===== src/rtl/keystone_pkg.sv =====
// Shared types and constants for the keystone frame controller.
// Holds the FSM state encoding, the packed 8x32 homography coefficient
// type (H11 in the lowest word, then H12, H13, H21, H22, H23, H31, H32),
// the coefficient width and the identity homography loaded at reset.
package keystone_pkg;

    localparam int COEF_W = 32;
    localparam int COEF_N = 8;
    localparam int POS_W  = 11;

    // Word index of each coefficient inside h_coef_t
    localparam int IDX_H11 = 0;
    localparam int IDX_H22 = 4;

    typedef logic [COEF_N-1:0][COEF_W-1:0] h_coef_t;

    typedef enum logic [1:0] {
        ST_IDLE   = 2'd0,
        ST_ACTIVE = 2'd1,
        ST_FLUSH  = 2'd2
    } state_t;

    // 1.0 in the datapath's fixed-point coefficient format
    localparam logic [COEF_W-1:0] COEF_ONE = 32'h0100_0000;

    // Identity homography: H11 = H22 = 1.0, everything else 0
    localparam h_coef_t H_IDENTITY = {
        32'h0000_0000,  // H32
        32'h0000_0000,  // H31
        32'h0000_0000,  // H23
        COEF_ONE,       // H22
        32'h0000_0000,  // H21
        32'h0000_0000,  // H13
        32'h0000_0000,  // H12
        COEF_ONE        // H11
    };

endpackage


===== src/rtl/keystone_pos_counter.sv =====
// Pixel/line position tracker for the snooped video stream.
// Tracks the position of the next expected pixel and flags frame start,
// mid-frame restart and end-of-frame events for the controller FSM.
// Optional feature: KEYSTONE_FRAME_ERR_EN enables line-length checking
// (early/late end-of-line detection with a forced wrap on a missing tlast).
module keystone_pos_counter
    import keystone_pkg::*;
#(
    parameter int IMG_WIDTH  = 1920,
    parameter int IMG_HEIGHT = 1080
)
(
    input  logic             aclk,
    input  logic             areset,
    input  logic             aclken,
    input  logic             clear,
    input  logic             idle,
    input  logic             active,
    input  logic             beat,
    input  logic             tuser,
    input  logic             tlast,
    output logic [POS_W-1:0] x_cnt,
    output logic [POS_W-1:0] y_cnt,
    output logic             sof,
    output logic             sof_mid,
    output logic             eof
`ifdef KEYSTONE_FRAME_ERR_EN
    ,
    output logic [1:0]       line_err
`endif
);

    localparam logic [POS_W-1:0] Y_LAST = POS_W'(IMG_HEIGHT - 1);
`ifdef KEYSTONE_FRAME_ERR_EN
    localparam logic [POS_W-1:0] X_LAST = POS_W'(IMG_WIDTH - 1);
`endif

    logic at_origin;
    logic last_line;
    logic eol;
    logic restart;

    // Decode frame events from the current position and the beat flags.
    // A tuser beat takes priority over everything else on that beat.
    always_comb begin
        at_origin = (x_cnt == '0) && (y_cnt == '0);
        last_line = (y_cnt == Y_LAST);
        sof       = beat && idle && tuser;
        sof_mid   = beat && active && tuser && !at_origin;
        restart   = sof || sof_mid;
`ifdef KEYSTONE_FRAME_ERR_EN
        // A missing tlast at the last column still wraps, so the frame
        // stays aligned to the configured geometry.
        eol         = tlast || (x_cnt == X_LAST);
        line_err    = 2'b00;
        line_err[0] = beat && active && !sof_mid && tlast && (x_cnt != X_LAST);
        line_err[1] = beat && active && !sof_mid && !tlast && (x_cnt == X_LAST);
`else
        eol       = tlast;
`endif
        // Frame ends on the line wrap of the last line
        eof       = beat && active && !sof_mid && eol && last_line;
    end

    // Advance the position on every accepted beat inside a frame
    always_ff @(posedge aclk or posedge areset) begin
        if (areset) begin
            x_cnt <= '0;
            y_cnt <= '0;
        end else if (aclken) begin
            if (clear) begin
                x_cnt <= '0;
                y_cnt <= '0;
            end else if (restart) begin
                x_cnt <= POS_W'(1);
                y_cnt <= '0;
            end else if (beat && active) begin
                if (eol) begin
                    x_cnt <= '0;
                    y_cnt <= last_line ? '0 : y_cnt + 1'b1;
                end else begin
                    x_cnt <= x_cnt + 1'b1;
                end
            end
        end
    end

endmodule


===== src/rtl/keystone_frame_ctrl.sv =====
// Keystone frame controller: shadow-to-active coefficient commit that only
// takes effect between frames, frame position tracking of the snooped input
// stream, soft-reset flush sequencing and sticky stream error flags.
// Optional feature: KEYSTONE_FRAME_ERR_EN enables line-length error flags
// err_flags[1:0]; without it those bits read as 0 and only sof_mid is kept.
//
// Stream handshake: the block only observes the stream. A beat is counted
// when snp_tvalid and snp_tready are both high on an edge where aclken is
// high; snp_tuser marks the first pixel of a frame, snp_tlast the last
// pixel of a line. Nothing here ever drives or stalls snp_tready.
module keystone_frame_ctrl
    import keystone_pkg::*;
#(
    parameter int IMG_WIDTH    = 1920,
    parameter int IMG_HEIGHT   = 1080,
    parameter int FLUSH_CYCLES = 16
)
(
    input  logic             aclk,
    input  logic             areset,
    input  logic             aclken,
    input  logic             sw_reset,
    input  logic [255:0]     cfg_h,
    input  logic             cfg_en,
    input  logic             cfg_commit,
    input  logic             snp_tvalid,
    input  logic             snp_tready,
    input  logic             snp_tuser,
    input  logic             snp_tlast,
    output h_coef_t          h_active,
    output logic             en_active,
    output logic             cfg_pending,
    output logic             dp_flush,
    output logic             frame_active,
    output logic [POS_W-1:0] x_cnt,
    output logic [POS_W-1:0] y_cnt,
    output logic             frame_done,
    output logic [2:0]       err_flags,
    output state_t           dbg_state
);

    localparam int FLUSH_W = (FLUSH_CYCLES > 1) ? $clog2(FLUSH_CYCLES) : 1;
    localparam logic [FLUSH_W-1:0] FLUSH_LOAD = FLUSH_W'(FLUSH_CYCLES - 1);

    state_t               state;
    logic [FLUSH_W-1:0]   flush_cnt;
    h_coef_t              stage_h;
    logic                 stage_en;
    logic                 err_sof;
`ifdef KEYSTONE_FRAME_ERR_EN
    logic [1:0]           err_line;
    logic [1:0]           line_err;
`endif

    logic beat;
    logic sof;
    logic sof_mid;
    logic eof;
    logic apply_now;
    logic cnt_clear;

    assign beat      = snp_tvalid && snp_tready && aclken;
    assign cnt_clear = sw_reset || (state == ST_FLUSH);

    // Apply a pending (or same-cycle) commit only between frames: while
    // idle or on the end-of-frame beat. A soft reset holds it back so the
    // pending commit survives the flush.
    assign apply_now = !sw_reset && (cfg_pending || cfg_commit) &&
                       ((state == ST_IDLE) || eof);

    assign frame_active = (state == ST_ACTIVE);
    assign dbg_state    = state;

`ifdef KEYSTONE_FRAME_ERR_EN
    assign err_flags = {err_sof, err_line};
`else
    assign err_flags = {err_sof, 2'b00};
`endif

    keystone_pos_counter #(
        .IMG_WIDTH  (IMG_WIDTH),
        .IMG_HEIGHT (IMG_HEIGHT)
    ) u_pos (
        .aclk     (aclk),
        .areset   (areset),
        .aclken   (aclken),
        .clear    (cnt_clear),
        .idle     (state == ST_IDLE),
        .active   (state == ST_ACTIVE),
        .beat     (beat),
        .tuser    (snp_tuser),
        .tlast    (snp_tlast),
        .x_cnt    (x_cnt),
        .y_cnt    (y_cnt),
        .sof      (sof),
        .sof_mid  (sof_mid),
        .eof      (eof)
`ifdef KEYSTONE_FRAME_ERR_EN
        ,
        .line_err (line_err)
`endif
    );

    // Frame FSM with commit staging/apply, flush sequencing and error flags
    always_ff @(posedge aclk or posedge areset) begin
        if (areset) begin
            state       <= ST_IDLE;
            flush_cnt   <= '0;
            dp_flush    <= 1'b0;
            frame_done  <= 1'b0;
            err_sof     <= 1'b0;
`ifdef KEYSTONE_FRAME_ERR_EN
            err_line    <= 2'b00;
`endif
            h_active    <= H_IDENTITY;
            en_active   <= 1'b0;
            stage_h     <= H_IDENTITY;
            stage_en    <= 1'b0;
            cfg_pending <= 1'b0;
        end else if (aclken) begin
            frame_done <= 1'b0;

            // Latest commit always wins the staging register
            if (cfg_commit) begin
                stage_h     <= cfg_h;
                stage_en    <= cfg_en;
                cfg_pending <= 1'b1;
            end

            if (apply_now) begin
                h_active    <= cfg_commit ? h_coef_t'(cfg_h) : stage_h;
                en_active   <= cfg_commit ? cfg_en : stage_en;
                cfg_pending <= 1'b0;
            end

            if (sw_reset) begin
                // Held sw_reset keeps reloading, so the flush restarts
                state     <= ST_FLUSH;
                flush_cnt <= FLUSH_LOAD;
                dp_flush  <= 1'b1;
                err_sof   <= 1'b0;
`ifdef KEYSTONE_FRAME_ERR_EN
                err_line  <= 2'b00;
`endif
            end else begin
                case (state)
                    ST_IDLE: begin
                        if (sof) begin
                            state <= ST_ACTIVE;
                        end
                    end
                    ST_ACTIVE: begin
                        if (sof_mid) begin
                            err_sof <= 1'b1;
                        end
`ifdef KEYSTONE_FRAME_ERR_EN
                        err_line <= err_line | line_err;
`endif
                        if (eof) begin
                            state      <= ST_IDLE;
                            frame_done <= 1'b1;
                        end
                    end
                    ST_FLUSH: begin
                        if (flush_cnt == '0) begin
                            state    <= ST_IDLE;
                            dp_flush <= 1'b0;
                        end else begin
                            flush_cnt <= flush_cnt - 1'b1;
                        end
                    end
                    default: begin
                        state <= ST_IDLE;
                    end
                endcase
            end
        end
    end

endmodule


===== config.mk =====
export PLATFORM = sky130hd
export DESIGN_NAME = keystone_frame_ctrl
export DESIGN_NICKNAME = d
export VERILOG_FILES = /design/src/rtl/keystone_pkg.sv /design/src/rtl/keystone_pos_counter.sv /design/src/rtl/keystone_frame_ctrl.sv
export SDC_FILE = /design/constraint.sdc
export NUM_CORES = 1
export LEC_CHECK = 0
export CORE_ASPECT_RATIO = 1.2
export CORE_MARGIN = 10
export CORE_UTILIZATION = 60
export DETAILED_ROUTE_END_ITERATION = 16
export DONT_BUFFER_PORTS = 1
export HOLD_SLACK_MARGIN = 0.03
export PLACE_DENSITY = 0.79
export RECOVER_POWER = 50
export SETUP_SLACK_MARGIN = 0.4
export SYNTH_ARGS = -nofsm -noshare
export SYNTH_HDL_FRONTEND = slang
export SYNTH_SLANG_ARGS = --single-unit

===== constraint.sdc =====
create_clock -name aclk -period 19.2 [get_ports aclk]
set_clock_uncertainty 0.05 [all_clocks]
set_input_delay 0 -clock aclk [delete_from_list [all_inputs] [get_ports aclk]]
set_output_delay 0 -clock aclk [all_outputs]
set_load 0.005 [all_outputs]

# Word level (Yosys, flattened, before mapping)
# Index checks and enable logic that the tools add are counted.
[totals]
elab_cells = 105
latch_bits = 0
rom_bits = 0
memories = 0
out_inout_bits = 288
mem_bits_rw = 0
reg_bits = 546
[op_classes]
muxes = 30
n_bitwise = 0
n_addsub = 3
n_shift = 0
reduce_logical = 39
magnitude_cmp = 0
n_div = 0
n_eq_ne = 7
mul = 0
[ops]
columns = ["op", "count"]
rows = [
  ["$mux W256", 1],
  ["$mux W11", 9],
  ["$add A11 B1 Y11 const B", 2],
  ["$logic_not A11 Y1", 2],
  ["$logic_and A1 B1 Y1", 13],
  ["$mux W1", 12],
  ["$mux W4", 3],
  ["$reduce_and A3 Y1", 4],
  ["$eq A11 B11 Y1 const B", 1],
  ["$reduce_bool A2 Y1", 5],
  ["$mux W2", 4],
  ["$ne A3 B3 Y1 const B", 2],
  ["$pmux W2 S3", 1],
  ["$reduce_and A2 Y1", 3],
  ["$reduce_bool A3 Y1", 2],
  ["$logic_not A4 Y1", 1],
  ["$logic_or A1 B1 Y1", 4],
  ["$reduce_and A4 Y1", 1],
  ["$sub A4 B1 Y4 const B", 1],
  ["$logic_not A1 Y1", 3],
  ["$ne A3 B2 Y1 const B", 1],
  ["$eq A2 B1 Y1 const B", 1],
  ["$eq A2 B2 Y1 const B", 1],
  ["$logic_not A2 Y1", 1],
  ["$ne A2 B2 Y1 const B", 1],
]

# Logic depth before layout (Yosys ltp)
# Gate-level depths: netlist of the first run.
[depth]
ltp_word = 13
ltp_mapped = 11
mapped_depth_nobuf = 8

# Modules after synthesis
# A second synthesis of the first run with hierarchy kept.
[hier_totals]
cells_unflattened = 1982
area_unflattened_um2 = 24541.0
[modules_own_cells]
columns = ["module", "cells_each", "area_per_inst_um2", "instances", "seq_area_each_um2"]
rows = [
  ["keystone_frame_ctrl", 1820, 23088.4, 1, 13117.6],
  ["keystone_pos_counter", 162, 1452.6, 1, 550.5],
]

# Least setup slack after synthesis of the first run
# OpenSTA, ideal clock, no wires.
[synth_timing]
path_type = "register to register"
startpoint = "register u_pos.y_cnt[6]"
endpoint = "register h_active[152] (netlist bit)"
arrival_ns = 2.302
slack_ns = 16.776
stages_incl_launch_ff = 10
setup_time_ns = 0.072
cell_sequence = "dfrtp_1 or4_4 nor4_4 nand3_2 o22a_1 or2_1 buf_6 buf_6 buf_6 o21ai_1"
[synth_via]
elab_chain_cells = 11
[synth_lines]
columns = ["item", "line_no", "rtl"]
rows = [
  ["start, declared", "keystone_pos_counter.sv:23", "output logic [POS_W-1:0] y_cnt,"],
  ["start signal, assigned", "keystone_pos_counter.sv:80", "y_cnt <= last_line ? '0 : y_cnt + 1'b1;"],
  ["$logic_not A11 Y1", "keystone_pos_counter.sv:46", "at_origin = (x_cnt == '0) && (y_cnt == '0);"],
  ["$logic_and A1 B1 Y1", "keystone_pos_counter.sv:46", ""],
  ["$logic_not A1 Y1", "keystone_pos_counter.sv:49", "sof_mid = beat && active && tuser && !at_origin;"],
  ["$logic_and A1 B1 Y1", "keystone_pos_counter.sv:49", ""],
  ["$logic_not A1 Y1", "keystone_pos_counter.sv:62", "eof = beat && active && !sof_mid && eol && last_line;"],
  ["$logic_and A1 B1 Y1 (2 in a row)", "keystone_pos_counter.sv:62", ""],
  ["$logic_and A1 B1 Y1 *", "keystone_pos_counter.sv:62", ""],
  ["$logic_or A1 B1 Y1 *", "keystone_frame_ctrl.sv:69", "((state == ST_IDLE) || eof);"],
  ["$logic_and A1 B1 Y1 *", "keystone_frame_ctrl.sv:68", "assign apply_now = !sw_reset && (cfg_pending || cfg_commit) &&"],
  ["$reduce_and A2 Y1 (no line) *", "-", ""],
  ["end signal, assigned", "keystone_frame_ctrl.sv:131", "h_active <= cfg_commit ? h_coef_t'(cfg_h) : stage_h;"],
  ["end, declared", "keystone_frame_ctrl.sv:30", "output h_coef_t h_active,"],
]
# Mark *: on every way between the ends. The rest lies on a longest branch, timed or not.
# A chain may end at the register's enable or synchronous reset.

==> results of run 1 <==
==> flip-flops by register name, summed over array words and instances, names as in the netlist <==
signal,count
cfg_pending,1
dbg_state,2
dp_flush,1
en_active,1
err_sof,1
flush_cnt,4
frame_done,1
h_active,256
stage_en,1
stage_h,256
u_pos.x_cnt,11
u_pos.y_cnt,11
==> where the power goes <==
group          internal, mW  leakage, nW  switching (mW)
logic                 0.262         4.77           0.304
clock network         0.607        0.879           0.448
registers              1.49         6.70           0.363
total                  2.36         12.3            1.11
==> layer usage <==
layer  wire length (um)  GRT usage (%)  vias up
li1                   -              -     7250
met1              25800           33.6     8672
met2              36600           48.8      928
met3               6990           9.86      226
met4               3820           15.1        2
met5                 13              0        -
==> critical path: cells and delay by family <==
kind	cells	cell delay (ns)
buf+inv	5	8.31
==> cell families after synthesis <==
| group | count (synthesis) | share of synthesized area [%] |
|---|---|---|
| and+or+nand+nor | 88 | 1.95 |
| DFF | 546 | 58.2 |
| muxes | 517 | 23.4 |
| AOI/OAI and AO/OA | 557 | 12.2 |
| xor gates and xnor gates | 13 | 0.485 |
| buffers and inverters | 162 | 3.47 |
| other | 1 | 0.0160 |
| adders and majority gates | 5 | 0.266 |
==> worst paths after layout <==
path	to	start	cells past startpoint	slack, ns
min	u_pos.x_cnt[3]$_DFFE_PP0P_	snp_tready	6	0.05
max	h_active[91]$_DFFE_PP0P_	areset	5	11.15
max in group aclk	stage_h[206]$_DFFE_PP0P_	aclken	5	12.95
max reg2reg	h_active[58]$_DFFE_PP0P_	dbg_state[0]$_DFFE_PP0P_	7	14.16
min reg2reg	flush_cnt[0]$_DFFE_PP0P_	flush_cnt[0]$_DFFE_PP0P_	1	0.45
min in group asynchronous	stage_h[243]$_DFFE_PP0P_	areset	2	1.36
==> Yosys cell counts (2+ instances only) <==
cell / instances / area (um2)
a21oi_1: 6 / 30.0
a22o_1: 5 / 43.8
a22oi_1: 2 / 15.0
and2_1: 2 / 12.5
and3_1: 5 / 31.3
buf_4: 3 / 22.5
buf_6: 26 / 293
clkbuf_1: 119 / 447
dfrtp_1: 542 / 13600
dfstp_2: 4 / 105
ha_1: 5 / 62.6
inv_1: 12 / 45.0
mux2_2: 258 / 2910
mux2i_1: 259 / 2590
nand2_1: 14 / 52.6
nand2b_1: 4 / 25.0
nand3_1: 10 / 50.1
nand3b_1: 2 / 15.0
nand4_1: 2 / 12.5
nor2_1: 32 / 120
nor3_1: 4 / 20.0
nor4_1: 2 / 12.5
o2111ai_1: 2 / 17.5
o21ai_0: 308 / 1540
o21ai_1: 219 / 1100
o2bb2ai_1: 3 / 26.3
xor2_1: 12 / 105
==> per-stage QoR <==
stage | cells | setup slack (ns) | power (mW) | util, %
finish | 2693 | 11.15 | 3.48 | 72.9
floorplan | 1890 | 3.89 | 2.07 | -
global placement | 2283 | 14.52 | 2.25 | 60.8
CTS | 2667 | 14.42 | 3.43 | 72.8
global route | 2689 | 9.74 | 3.62 | 72.9
detailed placement | 2283 | 14.43 | 2.30 | 60.8
==> final cells by class <==
cell class / count / area share, %
Clock inverter: 22 / 0.832
Tap cell: 526 / 2.33
Sequential cell: 546 / 48.4
Timing Repair Buffer: 305 / 10.8
Multi-Input combinational cell: 1182 / 31.9
Inverter: 13 / 0.177
Antenna cell: 25 / 0.221
Clock buffer: 74 / 5.39
==> impl_metrics.ini, run 1 <==
[run_status]
status = finished, violations left
violations = max-capacitance violations, max-slew violations

[floorplan]
start_util_pct = 60.6
io-pin-count = 554
core_area_um2 = 38700
die_area_um2 = 47500
fp-row-count = 79
die_x_um = 201
fp.dieH_um = 237

[logic_synthesis]
ys.flop_type = dfrtp_1
syn_inst = 1889
avgSynthCellArea_um2 = 12.4
synth_warnings = 0
netlist_area_um2 = 23500
synth_edf_count = 0
synth-seq-area-share_pct = 58.2
ys_types = 54
async_reset_ff_share_pct = 100
ys_ff_latch = 546

[layout]
final_common_cell = dfrtp_1
area_delta_synth_final_pct = 20.3
post_route_cells_drive_above_1_share_pct = 17.1
nFillCells = 2335
final_area_um2 = 28300
multi_input_area_um2 = 9020
most-common-layout-cells = dfrtp_1, o21ai_0, dlygate4sd3_1, mux2i_1, mux2_2
fin_nets = 2370
seq_area_um2 = 13700

[sta]
rsz0062_at_grt = no
hold_viol = 0
holdWs_ns = 0.0479
clock.fmax_mhz = 124
maxSlewViolCount = 415
fin_tns_setup_ns = 0
slew-limit-headroom_pct = -231
post-route-min-period_ns = 8.05
period_share_pct = 41.9
setup_viol = 0
worst_pin_slew_ns = 4.94

[clock_network]
clockBufferDepth = 3
numCtsBuffers = 51
htree_levels = 2
cts_resized = 0
cts_setup_buffers = 0
cts_hold_buffers = 288
cts_tree = done
clk_pin_slew_worst_paths_ns = 0.06
clockRootBuffer = clkbuf_16
clk_latency_ns = 0.57
clock_sinks = 546

[drt]
vias = 17100
vias_per_cell = 6.34
drt_iter0_drc = 1340
wire_per_inst_um = 27.2
wirelength_mm = 73.2
detail-route-antenna-nets = 0
dr.pass1.iters = 5
route.detailed.drc = 0

[worst_setup_path]
slowest_stage = clkbuf_1
crit_chain = dlygate4sd3_1 -> clkinvlp_2 -> clkbuf_1 -> buf_4 -> buf_4
slowest_delay_ns = 3.24
cp-end-kind = async pin
arrival_ns = 8.62
path_max_fanout = 112
required_ns = 19.77
crit_path_start_kind = input pin
crit_type = in -> async
crit_top_cell = buf_4

[worst_hold_path]
hold_class = in -> reg

[placed_design]
port_buffers = 0
hpwl_mm = 43.4
dpl_cell_area_um2 = 23500
gp_congestion = 0.862

[global_routing]
grt_antenna_before_repair = 22
grt_start_max_net_pins = 258
grt_pass1_wl_mm = 111
overflow = 0
grt_usage_pct = 29.5
grt_pass1_vias = 18100

[power]
leakage_nw = 12.3
power_density_nw_per_um2 = 123
ir_worst_vdd_mv = 0.105

[job]
timing.max_cap.violations = 5
Power figures use the tool's default switching activity.
==> run 2, diff against run 1 <==
CORE_UTILIZATION = 57   (was 60)
PLACE_DENSITY = 0.78   (was 0.79)
clock period = 6.75 ns   (was 19.2 ns; I/O delays follow)
==> impl_metrics.ini, run 2 (same netlist as run 1, synthesis figures left out) <==
[sta]
worst_pin_slew_ns = 3.74
maxSlewViolCount = 194
setup_viol = 0
hold_viol = 0
rsz0062_at_grt = no
slew-limit-headroom_pct = -149
holdWs_ns = 0.0751
fin_tns_setup_ns = 0
post-route-min-period_ns = 4.77
period_share_pct = 70.7
clock.fmax_mhz = 210

[floorplan]
core_area_um2 = 40700
fp.dieH_um = 242
die_area_um2 = 49800
start_util_pct = 57.7
io-pin-count = 554
die_x_um = 205
fp-row-count = 81

[clock_network]
clockRootBuffer = clkbuf_16
cts_resized = 0
htree_levels = 2
numCtsBuffers = 52
clk_latency_ns = 0.59
cts_tree = done
clockBufferDepth = 3
clock_sinks = 546
clk_pin_slew_worst_paths_ns = 0.07

[drt]
vias_per_cell = 6.43
wirelength_mm = 75.4
route.detailed.drc = 0
detail-route-antenna-nets = 0
dr.pass1.iters = 8
vias = 17700
drt_iter0_drc = 1426
wire_per_inst_um = 27.4

[placed_design]
gp_congestion = 0.908
port_buffers = 0
dpl.cell_count = 2294
hpwl_mm = 42.2

[layout]
final_common_cell = dfrtp_1
fin_nets = 2427
area_delta_synth_final_pct = 22.6
fin_cells = 2750
nFillCells = 2522
top_regs = h_active x256, stage_h x256
final_core_util_pct = 70.7
most-common-layout-cells = dfrtp_1, dlygate4sd3_1, o21ai_0, mux2i_1, mux2_2
post_route_cells_drive_above_1_share_pct = 16.5

[worst_setup_path]
arrival_ns = 5.10
rr_worst_depth = 9
crit_buf_inv = 2
r2r-end = h_active[52]$_DFFE_PP0P_
slowest_stage = o22a_4
r2r_slack_ns = 1.98
startpoint = u_pos.x_cnt[0]$_DFFE_PP0P_
path_max_fanout = 100
required_ns = 7.08
timing.critical_path.max_delay_family = compound AO/OA/AOI/OAI gates
crit_path_start_kind = flip-flop
crit_type = reg -> reg
crit_chain = inv_1 -> ha_1 -> nor4b_1 -> and4b_1 -> a31oi_1 -> o22a_4 -> or2_4 -> buf_4 -> o21ai_0
cp_num_cells = 9
slowest_delay_ns = 0.91
regToRegStartpoint = u_pos.x_cnt[0]$_DFFE_PP0P_
crit_end = h_active[52]$_DFFE_PP0P_
cp-end-kind = flip-flop

[worst_hold_path]
hp-start = cfg_h[89]
hold_class = in -> reg

[global_routing]
grt_usage_pct = 29.5
grt_util_met3_pct = 9.60
grt_pass1_vias = 19200
overflow = 0
grt_use_met1_pct = 32.2
grt-busiest-layer = met2
met2_usage_pct = 49.0
grt_antenna_before_repair = 13
grt_pass1_wl_mm = 116
grt_start_max_net_pins = 186

[run_status]
status = finished, violations left
violations = max-capacitance violations, max-slew violations

[power]
leakage_nw = 12.5
p_int_mw = 6.68
net-switching-power_mw = 3.22
power_density_nw_per_um2 = 344
finalPower_mw = 9.90
ir_worst_vdd_mv = 0.323
p_comb_share_pct = 17.1
p_seq_share_pct = 53.3
p_clk_share_pct = 29.6
p_sw_share_pct = 32.5

[job]
timing.max_cap.violations = 2
[run 2: changes by cell type in the layout (fill, tap and decap cells not counted), sizes merged]
cell,before,now
inv,13,14
diode,25,16
clkbuf,78,80
bufinv,4,2
clkinv,16,9
dlygate4sd3,287,346
[run 2: final cells by class]
type / count / area [um2] / area share, %
antenna: 16 / 40.0 / 0.139
clock buffer: 79 / 1530 / 5.32
clock inverter: 14 / 145 / 0.504
inverter: 13 / 52.6 / 0.183
multi-input combinational: 1182 / 9020 / 31.3
sequential: 546 / 13700 / 47.5
tap: 539 / 674 / 2.34
timing repair buffer: 361 / 3660 / 12.7
[run 2: metal layers]
| metal | part of all wire [%] | up-vias |
|---|---|---|
| li1 | - | 7332 |
| met2 | 50 | 1089 |
| met1 | 34 | 8986 |
| met4 | 6.1 | 0 |
| met5 | 0 | - |
| met3 | 10 | 274 |
[run 2: power by group through the flow]
| stage | sequential, mW | combinational (mW) | clock, mW |
|---|---|---|---|
| after CTS | 5.22 | 1.56 | 2.92 |
| after detailed placement | 5.26 | 1.28 | 0 |
| final | 5.28 | 1.69 | 2.93 |
| after floorplan | 4.79 | 1.09 | 0 |
| after global routing | 5.37 | 1.89 | 3.08 |
| after global placement | 5.23 | 1.18 | 0 |
[run 2: metrics by stage]
step	cell area (um2)	setup slack, ns
after floorplan	23500	-0.725
after global placement	23600	2.41
after detailed placement	23600	2.28
after CTS	28800	2.28
after global routing	28800	1.79
final	28800	1.98
[run 2: repair_timing]
action,CTS,global route
endpoints found under the hold margin,678,0
hold buffers,347,0
setup buffers,0,0
setup endpoints to repair,0,0
[run 2: worst register-to-register path: stages (launching register included)]
cell     delay (ns)
dfrtp_1        0.45
inv_1          0.12
ha_1           0.20
nor4b_1        0.14
and4b_1        0.22
a31oi_1        0.75
o22a_4         0.91
or2_4          0.47
buf_4          0.82
o21ai_0        0.44
[run 2: worst min path at each step]
| stage | end | cells after the start |
|---|---|---|
| after detailed placement | err_sof$_DFFE_PP0P_ | 1 |
| after global placement | err_sof$_DFFE_PP0P_ | 1 |
| after floorplan | err_sof$_DFFE_PP0P_ | 1 |
| after CTS | stage_h[37]$_DFFE_PP0P_ | 2 |
| final | stage_h[89]$_DFFE_PP0P_ | 2 |
| after global routing | stage_h[163]$_DFFE_PP0P_ | 2 |
